===== config.mk =====
export PLATFORM = sky130hd
export DESIGN_NAME = stepper_move_sequencer
export DESIGN_NICKNAME = d
export VERILOG_FILES = /design/src/rtl/stepper_move_sequencer.sv
export SDC_FILE = /design/constraint.sdc
export NUM_CORES = 1
export LEC_CHECK = 0
export BUFFER_PORTS_ARGS = -buffer_cell sky130_fd_sc_hd__buf_2
export CAP_MARGIN = 20
export CORE_UTILIZATION = 50
export DETAILED_ROUTE_END_ITERATION = 10
export GPL_TIMING_DRIVEN = 1
export PLACE_DENSITY = 0.68
export SLEW_MARGIN = 20
export SYNTH_ARGS = -nofsm -noshare
export SYNTH_HDL_FRONTEND = slang
export SYNTH_SLANG_ARGS = --single-unit

===== constraint.sdc =====
create_clock -name clk -period 4.7 [get_ports clk]
set_input_delay 0.47 -clock clk [delete_from_list [all_inputs] [get_ports clk]]
set_output_delay 0.47 -clock clk [all_outputs]
set_load 0.01 [all_outputs]

===== src/rtl/stepper_move_sequencer.sv =====
// Two-axis STEP/DIR pulse generator: Bresenham-interpolated moves with direction
// setup time, fixed pulse width, programmable step period and abort.
module stepper_move_sequencer #(
    parameter int STEP_W           = 32,
    parameter int PERIOD_W         = 16,
    parameter int PULSE_CYCLES     = 50,
    parameter int DIR_SETUP_CYCLES = 100
) (
    input  logic                clk,
    input  logic                reset,
    input  logic                cmd_valid,
    output logic                cmd_ready,
    input  logic [STEP_W-1:0]   cmd_steps1,
    input  logic [STEP_W-1:0]   cmd_steps2,
    input  logic                cmd_dir1,
    input  logic                cmd_dir2,
    input  logic [PERIOD_W-1:0] step_period,
    input  logic                abort,
    output logic                step1,
    output logic                step2,
    output logic                dir1,
    output logic                dir2,
    output logic                busy,
    output logic                done,
    output logic                aborted
);

    localparam int CNT_W = 32;
    localparam logic [CNT_W-1:0] MIN_PERIOD = CNT_W'(2 * PULSE_CYCLES);
    localparam logic [CNT_W-1:0] PULSE_LEN  = CNT_W'(PULSE_CYCLES);
    localparam logic [CNT_W-1:0] PULSE_LOAD = CNT_W'(PULSE_CYCLES - 1);
    localparam logic [CNT_W-1:0] SETUP_LOAD = CNT_W'(DIR_SETUP_CYCLES - 1);

    typedef enum logic [2:0] {
        S_IDLE,
        S_SETUP,
        S_PULSE,
        S_GAP,
        S_FINISH
    } state_t;

    state_t                   state_q, state_d;
    logic [CNT_W-1:0]         cnt_q, cnt_d;
    logic [CNT_W-1:0]         period_q, period_d;
    logic [STEP_W-1:0]        major_q, major_d;
    logic [STEP_W-1:0]        minor_q, minor_d;
    logic [STEP_W-1:0]        remain_q, remain_d;
    logic signed [STEP_W+1:0] err_q, err_d;
    logic                     j2_major_q, j2_major_d;
    logic                     step1_q, step1_d;
    logic                     step2_q, step2_d;
    logic                     dir1_q, dir1_d;
    logic                     dir2_q, dir2_d;
    logic                     busy_q, busy_d;
    logic                     done_q, done_d;
    logic                     aborted_q, aborted_d;
    logic                     ready_q, ready_d;

    logic [CNT_W-1:0]         period_ext;
    logic                     new_j2_major;
    logic [STEP_W-1:0]        new_major;
    logic [STEP_W-1:0]        new_minor;
    logic signed [STEP_W+1:0] err_sub;
    logic                     minor_hit;
    logic                     start_pulse;

    always_comb begin
        state_d      = state_q;
        cnt_d        = cnt_q;
        period_d     = period_q;
        major_d      = major_q;
        minor_d      = minor_q;
        remain_d     = remain_q;
        err_d        = err_q;
        j2_major_d   = j2_major_q;
        step1_d      = step1_q;
        step2_d      = step2_q;
        dir1_d       = dir1_q;
        dir2_d       = dir2_q;
        done_d       = 1'b0;
        aborted_d    = 1'b0;
        start_pulse  = 1'b0;

        period_ext   = CNT_W'(step_period);
        new_j2_major = cmd_steps2 > cmd_steps1;
        new_major    = new_j2_major ? cmd_steps2 : cmd_steps1;
        new_minor    = new_j2_major ? cmd_steps1 : cmd_steps2;
        // Bresenham step decision for the pulse about to start
        err_sub      = err_q - $signed({2'b00, minor_q});
        minor_hit    = err_sub[STEP_W+1];

        case (state_q)
            S_IDLE: begin
                if (cmd_valid) begin
                    major_d    = new_major;
                    minor_d    = new_minor;
                    remain_d   = new_major;
                    j2_major_d = new_j2_major;
                    err_d      = $signed({2'b00, new_major >> 1});
                    period_d   = (period_ext > MIN_PERIOD) ? period_ext : MIN_PERIOD;
                    if (new_major == '0) begin
                        state_d = S_FINISH;
                        done_d  = 1'b1;
                    end else begin
                        dir1_d  = cmd_dir1;
                        dir2_d  = cmd_dir2;
                        cnt_d   = SETUP_LOAD;
                        state_d = S_SETUP;
                    end
                end
            end
            S_SETUP: begin
                if (abort) begin
                    state_d   = S_FINISH;
                    done_d    = 1'b1;
                    aborted_d = 1'b1;
                end else if (cnt_q == '0) begin
                    start_pulse = 1'b1;
                end else begin
                    cnt_d = cnt_q - 1;
                end
            end
            S_PULSE: begin
                if (abort) begin
                    state_d   = S_FINISH;
                    step1_d   = 1'b0;
                    step2_d   = 1'b0;
                    done_d    = 1'b1;
                    aborted_d = 1'b1;
                end else if (cnt_q == '0) begin
                    step1_d = 1'b0;
                    step2_d = 1'b0;
                    cnt_d   = period_q - PULSE_LEN - 1;
                    state_d = S_GAP;
                end else begin
                    cnt_d = cnt_q - 1;
                end
            end
            S_GAP: begin
                if (abort) begin
                    state_d   = S_FINISH;
                    done_d    = 1'b1;
                    aborted_d = 1'b1;
                end else if (cnt_q == '0) begin
                    remain_d = remain_q - 1;
                    if (remain_q == STEP_W'(1)) begin
                        state_d = S_FINISH;
                        done_d  = 1'b1;
                    end else begin
                        start_pulse = 1'b1;
                    end
                end else begin
                    cnt_d = cnt_q - 1;
                end
            end
            S_FINISH: begin
                state_d = S_IDLE;
            end
            default: begin
                state_d = S_IDLE;
            end
        endcase

        // The major axis always steps; the minor axis only when the error wraps
        if (start_pulse) begin
            state_d = S_PULSE;
            cnt_d   = PULSE_LOAD;
            err_d   = minor_hit ? (err_sub + $signed({2'b00, major_q})) : err_sub;
            step1_d = j2_major_q ? minor_hit : 1'b1;
            step2_d = j2_major_q ? 1'b1 : minor_hit;
        end

        ready_d = (state_d == S_IDLE);
        busy_d  = (state_d != S_IDLE);
    end

    always_ff @(posedge clk) begin
        if (reset) begin
            state_q    <= S_IDLE;
            cnt_q      <= '0;
            period_q   <= '0;
            major_q    <= '0;
            minor_q    <= '0;
            remain_q   <= '0;
            err_q      <= '0;
            j2_major_q <= 1'b0;
            step1_q    <= 1'b0;
            step2_q    <= 1'b0;
            dir1_q     <= 1'b0;
            dir2_q     <= 1'b0;
            busy_q     <= 1'b0;
            done_q     <= 1'b0;
            aborted_q  <= 1'b0;
            ready_q    <= 1'b1;
        end else begin
            state_q    <= state_d;
            cnt_q      <= cnt_d;
            period_q   <= period_d;
            major_q    <= major_d;
            minor_q    <= minor_d;
            remain_q   <= remain_d;
            err_q      <= err_d;
            j2_major_q <= j2_major_d;
            step1_q    <= step1_d;
            step2_q    <= step2_d;
            dir1_q     <= dir1_d;
            dir2_q     <= dir2_d;
            busy_q     <= busy_d;
            done_q     <= done_d;
            aborted_q  <= aborted_d;
            ready_q    <= ready_d;
        end
    end

    assign cmd_ready = ready_q;
    assign step1     = step1_q;
    assign step2     = step2_q;
    assign dir1      = dir1_q;
    assign dir2      = dir2_q;
    assign busy      = busy_q;
    assign done      = done_q;
    assign aborted   = aborted_q;

endmodule


Word-level counts from Yosys, hierarchy flattened

Cells that the tools add are included.

Flip-flop bits (word level): 206
Bits of input ports: 86
Word-level logic and storage cells: 116

Add/sub/neg operators: 6
Order comparisons: 2
Equality and inequality tests: 16
Multiplexer cells: 49
Bitwise logic cells: 2
Reduce and logical (&&, ||, !) cells: 24

Operators with widths:

| operator                | count |
|---|---|
| $mux W32                | 11 |
| $mux W34                | 4 |
| $pmux W32 S3            | 1 |
| $sub A32 B1 Y32 const B | 3 |
| $logic_not A32 Y1       | 2 |
| $pmux W32 S2            | 1 |
| $add A34 B33 Y34        | 1 |
| $sub A34 B33 Y34        | 1 |
| $eq A32 B1 Y1 const B   | 1 |
| $gt A32 B32 Y1          | 1 |
| $sub A32 B6 Y32 const B | 1 |
| $mux W3                 | 9 |
| $mux W1                 | 18 |
| $gt A16 B7 Y1 const B   | 1 |
| $mux W16                | 1 |
| $ne A2 B2 Y1 const B    | 7 |
| $ne A3 B3 Y1 const B    | 4 |
| $pmux W3 S4             | 1 |
| $reduce_and A6 Y1       | 2 |
| $reduce_bool A3 Y1      | 3 |
| $reduce_bool A2 Y1      | 4 |
| $reduce_or A2 Y1        | 4 |
| $eq A3 B2 Y1 const B    | 2 |
| $logic_not A3 Y1        | 2 |
| other kinds (11)        | 14 |

Logic depth before layout (Yosys ltp)

Depth in word-level cells: 8
Depth in mapped cells: 23
Depth with buffers taken out: 23

Least setup slack after synthesis

No wires, ideal clock.

Kind: register to register
Start point: reg err_q[0]
End point: reg err_q[32]
Data arrival time: 4.399 ns
Required time: 4.573 ns
Setup slack: 0.173 ns
Stages on the path, launching flop included: 24
Period minus slack after synthesis: 4.527 ns
Cell sequence: dfxtp_1 > inv_1 > ha_1 > inv_1 > fa_1 > a211oi_1 > o21bai_1 > nand3_1 > o21ai_0 > a21oi_1 > o21bai_1 > a21oi_1 > xnor2_1 > ha_1 > and4_1 > and2_1 > a221oi_1 > nand2_1 > o22ai_1 > o21ai_0 > o31ai_1 > nor3_1 > o211ai_1 > or3b_1

Cells in the longest elaborated chain, start to end: 4

RTL lines:

| what                   | RTL line | text |
|---|---|---|
| from (decl)            | 48       | `logic signed [STEP_W+1:0] err_q, err_d;` |
| from (signal assigned) | 202      | `err_q <= err_d;` |
| $sub A34 B33 Y34 *     | 89       | `err_sub = err_q - $signed({2'b00, minor_q});` |
| $add A34 B33 Y34       | 168      | `err_d = minor_hit ? (err_sub + $signed({2'b00, major_q})) : err_sub;` |
| $mux W34 *             | 168      |  |
| $mux W34 *             | 165      | `if (start_pulse) begin` |

Every way passes the cells marked *; elsewhere a longest branch is shown, timed or not.
A chain may end at the register's enable or synchronous reset.

Final worst setup path

Start point: reg err_q[0]
End point: reg err_q[30]

The elaborated chain is that of the path after synthesis.

==> impl_summary.md <==
Worst hold path
The tightest min-delay check is of the in -> reg type. For hold timing, the worst endpoint is dir1. Along the worst hold path, the cell count comes to 3. The worst hold path begins at cmd_dir1.

Cells and area
In the final design database the tool counted approximately 2100 nets. The multi-input combinational cell area is 0.00979 sq mm. The area taken by flip-flops and latches is between 0.003 and 0.004 sq mm. The area overhead of the layout relative to synthesis is 17.1%.

The fraction of layout cells with a size suffix above 1 is 0.168. 0 antenna diodes ended up in the layout. The top cell types in the final layout, fill and taps aside, are 222 x sky130_fd_sc_hd__nor2_1, 187 x sky130_fd_sc_hd__dfxtp_1, 146 x sky130_fd_sc_hd__a21oi_1.

The filler cells instantiated in the layout total roughly 2500. Leaving out fill and tap cells, the most frequent cell in the layout is sky130_fd_sc_hd__nor2_1.

Timing
For the final database, setup skew stands at between 0.015 and 0.02 ns. The slew of the pin with the lowest slew margin is between 1 and 1.5 ns. Setup repair after global routing could not meet its margin everywhere. The shortest clock period the worst path allows after layout is 4.69 ns. Setup total negative slack on the finished layout was measured at 0 ns. The number of max-slew violations in the final report is 0. Timing would allow up to between 0.2 and 0.25 GHz. The worst slew margin relative to its limit is 0.280.

Setup violations remaining at the end of the flow were counted as 0. The number of hold violations in the final report is 0. In the finished design, the share of the clock period the worst path needs comes to 0.998.

Global route
The wire length of the first global-routing pass is 69600 um. The maximum number of pins on one net before global-route repair is ~180. The total overflow left after global routing is 0.

The met1 layer usage reported by global route is 0.411. For this run, global-route usage on met2 was measured as 0.503. The initial antenna violation count is 0. Across every metal layer, demand over resource in global routing totals 0.307. The most used routing layer is met2.

The via count of the first global-routing pass was 13172. The met3 capacity usage during global routing is 0.0397.

Drt
The violation count after the first detailed-routing iteration is around 1200. The number of nets with antenna violations after detailed routing is 0. The number of remaining DRC errors is 0.

The routed design has ~44000 um of wire. Using the TritonRoute via totals, the vias-per-cell ratio works out to around 6. The detailed router placed between 10000 and 15000 vias in this run. The first TritonRoute pass finished after 5 iterations. The average wire per standard cell is around 19 um.

CTS
CTS built an H-tree with a depth of 4. The insertion delay to the later sink of the worst-skew pair is roughly 0.45 ns. TritonCTS built the clock tree. CTS placed an instance of sky130_fd_sc_hd__clkbuf_16 at the clock tree root. After clock tree synthesis, the clock-pin slew on the worst setup and hold paths is 0.08 ns. The TritonCTS buffer count is 17.

The clock net in this run drives a total of 190 sinks. In this run the deepest clock path goes through 2 buffers.

Die
In this run the vertical extent of the chip is around 170 um. The count of standard-cell rows is 60. The x dimension of the die is between 150 and 200 um.

The region available for standard cell placement spans 0.0271 sq mm. The effective utilization at floorplan is 0.514. The full die area is about 0.029 sq mm. The top-level port count is 94.

Synth
The number of standard cells after synthesis is approximately 1800. The number of nets in the synthesized netlist is roughly 2000. The xor and xnor fraction of the mapped netlist area is 0.0472. Counting flops and latches in the post-synthesis netlist gives 190. The sequential area share after synthesis is 0.273. By area the synthesized netlist is led by sky130_fd_sc_hd__dfxtp_1 27%, sky130_fd_sc_hd__ha_1 9.2%, sky130_fd_sc_hd__nor2_1 6.0%. The area fraction in and, or, nand and nor cells after synthesis is 0.196. Yosys mapped a number of flops with a built-in enable equal to 0. The summed instance area of the synthesized netlist is ~0.014 sq mm.

The Yosys step of the flow raised 0 warnings. Of the post-synthesis cell area, the dominant cell type holds 0.273. The combinational family with the most area after synthesis is compound AO/OA/AOI/OAI gates. The share of the synthesized area in compound gates (AO/OA/AOI/OAI) is 0.281. Counting distinct cell types in the post-synthesis netlist gives 80.

The average size of a mapped cell is about 7.7 sq um. The fraction of registers with async set/reset is 0. The adder and majority cell fraction of the synthesized area is 0.0945.

The commonest register cell after synthesis is sky130_fd_sc_hd__dfxtp_1. The biggest area contributor in the post-synthesis netlist is sky130_fd_sc_hd__dfxtp_1. The fraction of synthesized area in multiplexers is 0.0557.

Pwr
Across the VDD grid, the largest voltage drop is 250 uV. For this design the static power due to leakage is 0.00722 uW. The overall power is 6890 uW.

Dividing total power by cell area gives a power density of roughly 420 mW/mm^2.

Placed design
The placer congestion estimate is about 0.96. After legalization and detailed placement, the total HPWL measured 32100 um. During placement, the flow inserted port buffers numbering between 90 and 100.

Worst setup path
STA classifies the critical path endpoint as a register. The path depth of the worst reg2reg path is 22. The largest driver fanout on the critical path is 4. Data on the critical path arrives at its endpoint at ~5.0 ns. The critical path is of the reg -> reg type. In this run the critical register-to-register path is captured at err_q[30]. The worst flop-to-flop path startpoint is err_q[0].

For the worst setup path, the data required time is 5.05 ns. The kind of launch point of the worst setup path is a register. The slack of the worst reg-to-reg path is between 0.007 and 0.008 ns.

Status
The flow ran to the end, and the final reports show no timing, DRC or antenna violations.

Job
Across the run, the number of max-cap violations was 0.
[registers in the layout, summed over array words and instances, names as in the netlist]
register	count
aborted	1
cnt_q	32
j2_major_q	1
minor_q	32
cmd_ready	1
dir2	1
err_q	34
busy	1
dir1	1
period_q	16
remain_q	32
step2	1
major_q	32
done	1
state_q	3
step1	1
[worst max path at each step]
stage / startpoint / endpoint / slack (ns) / cells past startpoint
after floorplan: err_q[0] / err_q[32] / 0.17 / 23
after global placement: err_q[0] / err_q[28] / -0.28 / 25
after detailed placement: err_q[0] / err_q[32] / -0.41 / 24
after CTS: err_q[0] / err_q[27] / 0.004 / 23
after global routing: err_q[0] / err_q[30] / -0.12 / 22
final: err_q[0] / err_q[30] / 0.008 / 22
[kinds of logic (layout without fill, tap and decap cells)]
kind of cell,after synthesis,after routing
AOI/OAI and AO/OA,602,602
and+or+nand+nor,574,574
DFF,190,190
buffers and inverters,190,327
adders and majority gates,104,104
muxes,76,76
xor gates and xnor gates,75,75
[cells in the mapped netlist, drive strengths merged, types with 5 or more instances]
cell type / number
o21ai: 127
a211oi: 64
and2: 19
buf: 15
a31oi: 20
or2: 5
mux2i: 64
nor3: 50
nand4: 20
clkbuf: 72
nor4: 31
xnor2: 41
nand3: 31
o31ai: 13
or3: 15
nor2b: 10
a211o: 9
a22oi: 14
o32ai: 6
nor3b: 7
or4: 7
nor2: 227
xor2: 34
dfxtp: 190
o31a: 6
a21o: 53
o211a: 5
and3: 14
mux2: 12
a32o: 13
nand2b: 12
a31o: 6
o22ai: 23
inv: 103
a21oi: 155
o21a: 23
nand2: 115
o21bai: 11
o211ai: 11
ha: 102
[critical path: stages (launching register included)]
cell,delay (ns)
sky130_fd_sc_hd__dfxtp_2,0.33
sky130_fd_sc_hd__inv_2,0.06
sky130_fd_sc_hd__ha_4,0.13
sky130_fd_sc_hd__inv_2,0.04
sky130_fd_sc_hd__fa_2,0.42
sky130_fd_sc_hd__a211oi_4,0.31
sky130_fd_sc_hd__o21bai_4,0.11
sky130_fd_sc_hd__buf_6,0.13
sky130_fd_sc_hd__nand4_1,0.13
sky130_fd_sc_hd__buf_4,0.13
sky130_fd_sc_hd__a311o_1,0.25
sky130_fd_sc_hd__a211oi_2,0.13
sky130_fd_sc_hd__or3_4,0.43
sky130_fd_sc_hd__a31oi_4,0.20
sky130_fd_sc_hd__xnor2_2,0.10
sky130_fd_sc_hd__ha_1,0.36
sky130_fd_sc_hd__a211o_1,0.36
sky130_fd_sc_hd__o22a_1,0.23
sky130_fd_sc_hd__o31ai_4,0.08
sky130_fd_sc_hd__buf_4,0.16
sky130_fd_sc_hd__xor2_2,0.15
sky130_fd_sc_hd__nor3_2,0.06
sky130_fd_sc_hd__a211o_1,0.28
[layout make-up]
cell class,instances,share of cell area
clock buffer,18,0.0269
clock inverter,14,0.0103
inverter,103,0.0237
multi-input combinational,1431,0.601
sequential,190,0.234
tap,372,0.0286
timing repair buffer,192,0.0763
[routing by layer]
layer | part of all wire | routed length (um)
met4 | 0.028 | 1230
met1 | 0.45 | 19900
met2 | 0.46 | 20500
met5 | 0 | 0
met3 | 0.059 | 2630
[through the flow]
stage | hold WS [ns] | std cells | utilization | instance area [sq um] | setup WS (ns)
2_1_floorplan | 0.436 | 1811 | - | 13900 | 0.173
3_3_place_gp | 0.450 | 2278 | 0.563 | 15300 | -0.277
3_5_place_dp | 0.458 | 2278 | 0.563 | 15300 | -0.409
4_1_cts | 0.251 | 2312 | 0.588 | 15900 | 0.00357
5_1_grt | 0.258 | 2320 | 0.601 | 16300 | -0.120
6_report | 0.261 | 2320 | 0.601 | 16300 | 0.00765
[what timing repair did]
item                                    CTS  global route
pin swaps                                 3            43
cloned                                    0             0
resized for setup                        12            68
endpoints found under the setup margin    8            14
buffers inserted                          2             8
hold buffers                              0             0
endpoints found under the hold margin     0             0
[where the power goes]
part           total [uW]  internal, uW  switching [uW]
logic                3480          1530            1950
registers            1860          1750             108
clock network        1550           821             733
Power figures use the tool's default switching activity.
